**src/rtl/sample_pkg.sv**
```systemverilog
// Shared sample type, gate FSM states and gain helpers for the noise gate.
package sample_pkg;

    localparam int SAMPLE_W   = 24;
    localparam int GAIN_UNITY = 256;

    typedef logic signed [SAMPLE_W-1:0] sample_t;

    typedef enum logic [2:0] {
        CLOSED,
        ATTACK,
        OPEN,
        HOLD,
        RELEASE
    } gate_state_t;

    // Gain is 9-bit 0..256; both helpers clamp to that range.
    function automatic logic [8:0] gain_add(input logic [8:0] g, input int step);
        int s;
        s = int'(g) + step;
        return (s >= GAIN_UNITY) ? 9'(GAIN_UNITY) : 9'(s);
    endfunction

    function automatic logic [8:0] gain_sub(input logic [8:0] g, input int step);
        int s;
        s = int'(g) - step;
        return (s <= 0) ? 9'd0 : 9'(s);
    endfunction

endpackage

```
**src/rtl/env_follower.sv**
```systemverilog
// Peak envelope follower: saturating magnitude and per-sample exponential decay.
module env_follower
    import sample_pkg::*;
#(
    parameter int DATA_WIDTH  = SAMPLE_W,
    parameter int DECAY_SHIFT = 4
) (
    input  logic                         clk,
    input  logic                         rst,
    input  logic signed [DATA_WIDTH-1:0] in_data,
    input  logic                         in_vld,
    output logic        [DATA_WIDTH-2:0] env,
    output logic                         env_vld
);

    localparam logic signed [DATA_WIDTH-1:0] MOST_NEG = {1'b1, {(DATA_WIDTH-1){1'b0}}};

    logic [DATA_WIDTH-2:0] mag;
    logic [DATA_WIDTH-2:0] decayed;

    // The most negative code has no positive twin, so it pins to full scale.
    always_comb begin
        mag = in_data[DATA_WIDTH-2:0];
        if (in_data == MOST_NEG) begin
            mag = '1;
        end else if (in_data[DATA_WIDTH-1]) begin
            mag = (DATA_WIDTH-1)'(-in_data);
        end
    end

    assign decayed = env - (env >> DECAY_SHIFT);

    always_ff @(posedge clk or negedge rst) begin
        if (!rst) begin
            env     <= '0;
            env_vld <= 1'b0;
        end else begin
            env_vld <= in_vld;
            if (in_vld) begin
                env <= (mag > decayed) ? mag : decayed;
            end
        end
    end

endmodule

```
**src/rtl/noise_gate.sv**
```systemverilog
// Noise gate: envelope-driven gain FSM scaling each sample, two-cycle latency.
// Handshake: in_vld and out_vld are single-cycle strobes with no backpressure; every in_vld yields exactly one out_vld two clocks later.
module noise_gate
    import sample_pkg::*;
#(
    parameter int DATA_WIDTH   = SAMPLE_W,
    parameter int DECAY_SHIFT  = 4,
    parameter int HOLD_SAMPLES = 16,
    parameter int ATTACK_STEP  = 32,
    parameter int RELEASE_STEP = 8
) (
    input  logic                         clk,
    input  logic                         rst,
    input  logic signed [DATA_WIDTH-1:0] in_data,
    input  logic                         in_vld,
    input  logic        [DATA_WIDTH-2:0] thresh_open,
    input  logic        [DATA_WIDTH-2:0] thresh_close,
    input  logic                         bypass,
    output logic signed [DATA_WIDTH-1:0] out_data,
    output logic                         out_vld,
    output logic                         gate_open,
    output gate_state_t                  dbg_state,
    output logic        [8:0]            dbg_gain,
    output logic        [DATA_WIDTH-2:0] dbg_env
);

    localparam int CW = $clog2(HOLD_SAMPLES + 2);
    localparam int PW = DATA_WIDTH + 9;

    logic [DATA_WIDTH-2:0] env;
    logic                  env_vld;

    env_follower #(
        .DATA_WIDTH (DATA_WIDTH),
        .DECAY_SHIFT(DECAY_SHIFT)
    ) u_env (
        .clk    (clk),
        .rst    (rst),
        .in_data(in_data),
        .in_vld (in_vld),
        .env    (env),
        .env_vld(env_vld)
    );

    // Sample and controls travel alongside the envelope so a control change
    // only affects samples accepted after it.
    logic signed [DATA_WIDTH-1:0] data1;
    logic                         bypass1;
    logic        [DATA_WIDTH-2:0] topen1;
    logic        [DATA_WIDTH-2:0] tclose1;

    always_ff @(posedge clk or negedge rst) begin
        if (!rst) begin
            data1   <= '0;
            bypass1 <= 1'b0;
            topen1  <= '0;
            tclose1 <= '0;
        end else if (in_vld) begin
            data1   <= in_data;
            bypass1 <= bypass;
            topen1  <= thresh_open;
            tclose1 <= thresh_close;
        end
    end

    gate_state_t    state;
    logic [8:0]     gain;
    logic [CW-1:0]  hold_cnt;

    logic [8:0]           gain_up;
    logic [8:0]           gain_dn;
    logic                 up_full;
    logic                 dn_zero;
    logic                 loud;
    logic signed [PW-1:0] data_x;
    logic signed [PW-1:0] gain_x;
    logic signed [PW-1:0] prod;

    assign gain_up = gain_add(gain, ATTACK_STEP);
    assign gain_dn = gain_sub(gain, RELEASE_STEP);
    assign up_full = (gain_up == 9'(GAIN_UNITY));
    assign dn_zero = (gain_dn == 9'd0);
    assign loud    = (env >= topen1);

    // Product uses the gain before this sample's FSM update.
    assign data_x = PW'(data1);
    assign gain_x = PW'(gain);
    assign prod   = data_x * gain_x;

    always_ff @(posedge clk or negedge rst) begin
        if (!rst) begin
            state     <= CLOSED;
            gain      <= '0;
            hold_cnt  <= '0;
            out_data  <= '0;
            out_vld   <= 1'b0;
            gate_open <= 1'b0;
        end else begin
            out_vld <= env_vld;
            if (env_vld) begin
                out_data <= bypass1 ? data1 : DATA_WIDTH'(prod >>> 8);
                case (state)
                    CLOSED: begin
                        if (loud) begin
                            gain      <= gain_up;
                            state     <= up_full ? OPEN : ATTACK;
                            gate_open <= 1'b1;
                        end
                    end
                    ATTACK: begin
                        gain <= gain_up;
                        if (up_full) state <= OPEN;
                    end
                    OPEN: begin
                        gain <= 9'(GAIN_UNITY);
                        if (env < tclose1) begin
                            state    <= HOLD;
                            hold_cnt <= CW'(HOLD_SAMPLES);
                        end
                    end
                    HOLD: begin
                        if (loud) begin
                            state <= OPEN;
                        end else if (hold_cnt > CW'(1)) begin
                            hold_cnt <= hold_cnt - CW'(1);
                        end else begin
                            hold_cnt  <= '0;
                            gain      <= gain_dn;
                            gate_open <= 1'b0;
                            state     <= dn_zero ? CLOSED : RELEASE;
                        end
                    end
                    RELEASE: begin
                        if (loud) begin
                            gain      <= gain_up;
                            state     <= up_full ? OPEN : ATTACK;
                            gate_open <= 1'b1;
                        end else begin
                            gain <= gain_dn;
                            if (dn_zero) state <= CLOSED;
                        end
                    end
                    default: begin
                        state     <= CLOSED;
                        gain      <= '0;
                        gate_open <= 1'b0;
                    end
                endcase
            end
        end
    end

    assign dbg_state = state;
    assign dbg_gain  = gain;
    assign dbg_env   = env;

endmodule

```
**config.mk**
```make
export PLATFORM = sky130hd
export DESIGN_NAME = noise_gate
export DESIGN_NICKNAME = d
export VERILOG_FILES = /design/src/rtl/sample_pkg.sv /design/src/rtl/env_follower.sv /design/src/rtl/noise_gate.sv
export SDC_FILE = /design/constraint.sdc
export NUM_CORES = 1
export LEC_CHECK = 0
export CAP_MARGIN = 20
export CORE_MARGIN = 3
export CORE_UTILIZATION = 50
export CTS_CLUSTER_DIAMETER = 200
export DETAILED_ROUTE_END_ITERATION = 6
export PLACE_DENSITY = 0.73
export SLEW_MARGIN = 20
export SYNTH_ARGS = -nofsm -noshare
export SYNTH_HDL_FRONTEND = slang
export SYNTH_SLANG_ARGS = --single-unit
```
**constraint.sdc**
```tcl
create_clock -name clk -period 6.1 [get_ports clk]
set_input_delay 0.915 -clock clk [delete_from_list [all_inputs] [get_ports clk]]
set_output_delay 0.915 -clock clk [all_outputs]
set_load 0.03 [all_outputs]
```
==> results of run 1 <==
synth_stat cells (4+ instances only):
cell type | instances | area (um2)
nand3b_1 | 5 | 37.5
fa_1 | 171 | 3420
nor2_1 | 76 | 285
and3_1 | 4 | 25.0
and2_1 | 116 | 726
a221oi_1 | 4 | 35.0
a21o_1 | 32 | 240
or4_1 | 4 | 30.0
clkbuf_1 | 91 | 342
inv_1 | 271 | 1020
xor2_1 | 38 | 333
nand3_1 | 15 | 75.1
o211ai_1 | 13 | 97.6
ha_1 | 159 | 1990
dfrtp_1 | 138 | 3450
or3_1 | 5 | 31.3
a21oi_1 | 75 | 375
o21bai_1 | 4 | 30.0
nor2b_1 | 19 | 119
and4_1 | 6 | 52.6
xnor2_1 | 34 | 298
o31ai_1 | 6 | 45.0
nand2_1 | 243 | 912
o41ai_1 | 6 | 52.6
a31oi_1 | 16 | 100
mux2_2 | 33 | 372
nand4_1 | 11 | 68.8
o21ai_0 | 114 | 571
mux2i_1 | 19 | 190
a211oi_1 | 10 | 75.1
o21a_1 | 12 | 90.1
nand2b_1 | 13 | 81.3
o22ai_1 | 6 | 37.5
nor3_1 | 17 | 85.1
cells in the final DEF, fill, tap and decap left out, types with 28 or more instances in the layout:
master / count
and2_1: 116
dfrtp_1: 127
fa_1: 171
xnor2_1: 34
inv_1: 271
ha_1: 159
buf_4: 28
o21ai_0: 113
nor2_1: 76
a21o_1: 32
xor2_1: 38
a21oi_1: 74
clkdlybuf4s50_1: 132
mux2_2: 33
nand2_1: 243
kinds of logic (layout without fill, tap and decap cells):
family          after synthesis  count (layout)  synth area share
compound gates              346             346             0.135
xor+xnor                     72              72            0.0386
fa+ha+maj                   330             330             0.332
mux                          52              52            0.0344
flops                       138             138             0.212
buf+inv                     370             464            0.0858
simple gates                550             550             0.163
state kept, by name, indices dropped and copies added, names as in the netlist:
name and flops:
out_vld 1, bypass1 1, out_data 24, data1 24, tclose1 23, u_env.env 23
topen1 23, dbg_state 3, hold_cnt 5, dbg_gain 9, u_env.env_vld 1, gate_open 1
timing repair:
item,4_1_cts,5_1_grt
hold buffers,0,0
endpoints found under the setup margin,0,13
gates resized for setup,0,13
area by class of cell:
| type | count | area (um2) | share of cell area |
|---|---|---|---|
| multi-input cells | 1350 | 11500 | 0.616 |
| flip-flops and latches | 138 | 3470 | 0.186 |
| repair buffers | 161 | 1540 | 0.0827 |
| inverters | 271 | 1020 | 0.0545 |
| well taps | 435 | 544 | 0.0292 |
| clock buffers | 19 | 443 | 0.0238 |
| clock inverters | 13 | 155 | 0.00832 |
power by group through the flow:
| stage | sequential [mW] | clock [mW] | combinational, mW |
|---|---|---|---|
| after floorplan | 1.73 | 0 | 5.60 |
| after global placement | 1.55 | 0 | 7.43 |
| after detailed placement | 1.54 | 0 | 7.70 |
| after CTS | 1.53 | 1.10 | 7.76 |
| after global routing | 1.58 | 1.15 | 8.83 |
| final | 1.54 | 1.08 | 7.73 |
metal layers:
layer	track usage	routed length (um)
met3	0.0440	2640
met4	0.0750	1120
met1	0.325	18100
met5	0	0
met2	0.396	18900
worst max-delay path by stage:
| stage | cells after the start | endpoint | slack [ps] | start |
|---|---|---|---|---|
| floorplan | 21 | out_data[22] | 90 | dbg_gain[3] |
| global placement | 19 | out_data[22] | 220 | dbg_gain[3] |
| detailed placement | 19 | out_data[22] | 140 | dbg_gain[3] |
| CTS | 19 | out_data[22] | 150 | dbg_gain[3] |
| global route | 19 | out_data[22] | 10 | data1[5] |
| finish | 19 | out_data[22] | 260 | data1[5] |
==> impl_metrics.ini, run 1 <==
[outcome]
run_status = finished clean

[floorplan]
chipHeight_um = 187
die-area_um2 = 34900
ios = 135
fp-row-count = 65
start_util = 0.512
die_w_um = 187
fp.coreArea_um2 = 31900

[synth]
synthDistinctLibCells = 79
synth_edf_count = 0
synth_seq_area_share = 0.212
syn_nets = 2262
synth_area_um2 = 16300
ys.flop_type = dfrtp_1
syn_avg_cell_area_um2 = 8.79
ys_ff_latch = 138
netlist_instances = 1858
synth_warnings = 0
async_flop_share = 1.00

[global_route]
grt_pass1_vias = 13683
grt_max_degree = 94
grt_overflow = 0
grt_pass1_wl_um = 69000
antenna_found_initial = 0
grt_usage = 0.241

[finish]
finalNonFillerCells = 2387
insertedDiodeCount = 0
fin_nets = 2343
syn_to_final_growth_pct = 14.2
design_area_um2 = 18600
drive_gt1_frac = 0.0620
nFillCells = 2793
utilization = 0.585

[critical_path]
critPathMaxFanout = 11
critical_path.top_delay_family = adder cells
path_class = flop to flop
start_kind = flop
critical_path_arrival_ps = 6160
critPathSlowestCell = dfrtp_1
r2r_start = data1[5]
cp_num_buf_inv = 3
crit_top_cell = fa_1
reg2regPathDepth = 19
crit_chain = nand2_1 > fa_1 > inv_1 > fa_1 > ha_1 > fa_1 > inv_1 > fa_1 > inv_1 > ha_1 > or3_1 > a211o_1 > o2111ai_1 > o211ai_1 > nand3_1 > nand2_1 > a221oi_2 > mux2i_1 > a311o_1
critPathRequiredTime_ps = 6420
cp_slowest_stage_delay_ps = 560
reg2reg_to = out_data[22]
ff2ff_setup_slack_ps = 260
cp-end-kind = flop

[clocking]
cts.sinks = 138
postCtsSetupRepairBufs = 0
clk-insertion-delay-late_ps = 440
numCtsBuffers = 17
clock-root-buffer = clkbuf_16
htreeDepth = 4
clockBufferDepth = 2
cts_tree = yes
path_clk_slew_ps = 70

[power]
intPower_mw = 5.07
pwr-share-clk = 0.105
p_switching_mw = 5.28
vdd_drop_max_mv = 0.309
power.leakage_nw = 9.23
p_per_area_nw_per_um2 = 555
power_frac_seq = 0.149
pwr-share-comb = 0.746
power_mw = 10.4
swShare = 0.510

[timing]
max_freq_ghz = 0.171
worst_slew_pin_slew_ps = 1110
max_slew_margin = 0.242
fin_crit_sh = 0.957
setup_ws_ps = 264
finalHoldViolations = 0
setup_viol = 0
hold_slack_ps = 490
rsz0062_at_grt = false
finalCriticalPeriod_ps = 5840
fin_setup_tns_ps = 0
fin_skew_ps = 16.6
finalMaxSlewViolations = 0

[worst_hold_path]
hold_path.class = flop to flop
worstHoldStart = out_data[18]
holdPathEnd = out_data[18]
hold_depth = 1

[route]
wl_um = 40800
vias = 13036
avgViaCountPerCell = 5.46
drc_errors = 0
drt_iter0_drc = 702
wl_per_cell_um = 17.1
detail-route-antenna-nets = 0
dr.pass1.iters = 5

[place]
dp_hpwl_um = 31400
gp_congestion = 0.895
io_buffer_count = 134
place_area_um2 = 18000
dp_slack_ps = 140
dp_cells = 2355

[job]
cap_violations = 0
Note: power is estimated with default switching activity, not from simulation.
==> inputs of run 2 (changes only) <==
--- a/config.mk
+++ b/config.mk
@@ -7,10 +7,11 @@
 export LEC_CHECK = 0
 export CAP_MARGIN = 20
 export CORE_MARGIN = 3
-export CORE_UTILIZATION = 50
+export CORE_UTILIZATION = 55
+export CTS_BUF_LIST = sky130_fd_sc_hd__clkbuf_16
 export CTS_CLUSTER_DIAMETER = 200
 export DETAILED_ROUTE_END_ITERATION = 6
-export PLACE_DENSITY = 0.73
+export PLACE_DENSITY = 0.85
 export SLEW_MARGIN = 20
 export SYNTH_ARGS = -nofsm -noshare
 export SYNTH_HDL_FRONTEND = slang
==> impl_metrics.ini, run 2 (synthesized netlist as in run 1, its figures left out) <==
[outcome]
run_status = finished clean

[route]
vias = 13692
dr.pass1.iters = 6
drc_errors = 0
drt_iter0_drc = 1439
detail-route-antenna-nets = 0
wl_um = 43300
wl_per_cell_um = 18.5
avgViaCountPerCell = 5.83

[finish]
layout_common_cells = 271 x inv_1, 243 x nand2_1, 171 x fa_1
nFillCells = 2159
fin_nets = 2353
reg_top3 = data1 x24, out_data x24
final_common_cell = inv_1
multi_input_area_um2 = 11500
seq_area_um2 = 3480
drive_gt1_frac = 0.0719
syn_to_final_growth_pct = 14.7

[timing]
max_slew_margin = 0.386
fin_crit_sh = 0.957
rsz0062_at_grt = false
fin_skew_ps = 19.1
worst_slew_pin_slew_ps = 898
fin_setup_tns_ps = 0
finalCriticalPeriod_ps = 5840
setup_viol = 0
finalMaxSlewViolations = 0
finalHoldViolations = 0
max_freq_ghz = 0.171

[power]
power_mw = 10.7
p_per_area_nw_per_um2 = 569
power.leakage_nw = 9.30
vdd_drop_max_mv = 0.357

[floorplan]
die_w_um = 178
fp.coreArea_um2 = 29000
chipHeight_um = 178
fp-row-count = 62
ios = 135
start_util = 0.563
die-area_um2 = 31800

[critical_path]
path_class = flop to flop
critPathRequiredTime_ps = 6420
start_kind = flop
critical_path_arrival_ps = 6160
critPathMaxFanout = 10
cp-end-kind = flop

[global_route]
antenna_found_initial = 1
grt_usage = 0.277
grt_pass1_wl_um = 70600
grt_overflow = 0
grt_pass1_vias = 14193
grt_max_degree = 80

[job]
cap_violations = 0

[clocking]
clk-insertion-delay-late_ps = 440
htreeDepth = 4
numCtsBuffers = 17
hold_buffers = 0
clock-root-buffer = clkbuf_16
clockBufferDepth = 2
path_clk_slew_ps = 70
cts.sinks = 138
cts_tree = yes

[place]
dp_hpwl_um = 31900
io_buffer_count = 134
gp_congestion = 0.928

[worst_hold_path]
hold_path.class = flop to flop
==> run 2: area by class of cell <==
class,count,share of cell area
multi-input combinational,1350,0.614
clock buffer,17,0.0227
sequential,138,0.186
timing repair buffer,171,0.0875
tap,384,0.0257
clock inverter,15,0.0103
inverter,271,0.0543
antenna,1,0.000134
==> run 2: final timing paths <==
kind | start | endpoint | slack (ps) | cells after the start
max | dbg_gain[6] | out_data[22] | 260 | 20
max reg2reg | dbg_gain[6] | out_data[22] | 260 | 20
max in group asynchronous | rst | u_env.env[9] | 4350 | 2
min in group asynchronous | rst | gate_open | 520 | 1
min | out_data[18] | out_data[18] | 490 | 1
min reg2reg | out_data[18] | out_data[18] | 490 | 1
==> run 2: power by group <==
group	total, mW	switching (mW)	internal, mW
registers	1.55	0.375	1.17
clock network	1.14	0.509	0.631
logic	7.97	4.63	3.33
==> run 2: routing by layer <==
metal,track usage,vias to the layer above,share of wire
li1,-,6249,-
met4,0.100,0,0.031
met5,0,-,0
met3,0.0507,117,0.088
met2,0.462,684,0.49
met1,0.364,6642,0.39
==> run 2: worst max-delay path, stage by stage, from the launching register on <==
cell      delay [ps]
dfrtp_2          480
buf_4            160
nand2_1          100
fa_1             580
inv_1             70
fa_1             400
fa_1             430
fa_1             510
inv_1             50
fa_1             530
inv_1             40
ha_1             370
a21o_1           230
a31o_2           230
a211oi_2         220
o211ai_1         230
nand3_1          210
nand2_1          130
a221oi_2         340
mux2i_1          120
a311o_1          270
==> run 2: what timing repair did <==
| item | in CTS | in global routing |
|---|---|---|
| setup endpoints to repair | 0 | 13 |
| resized for setup | 0 | 25 |
| setup buffers | 0 | 14 |
==> run 2: per-stage QoR <==
stage | utilization | instances | hold slack [ps] | area [um2] | setup WS (ps)
finish | 0.646 | 2347 | 490 | 18700 | 260
global route | 0.646 | 2347 | 513 | 18700 | 20.3
CTS | 0.640 | 2332 | 498 | 18600 | 90.4
detailed placement | 0.618 | 2300 | 478 | 17900 | 185
global placement | 0.618 | 2300 | 476 | 17900 | 298
floorplan | - | 1858 | 352 | 16300 | 85.6
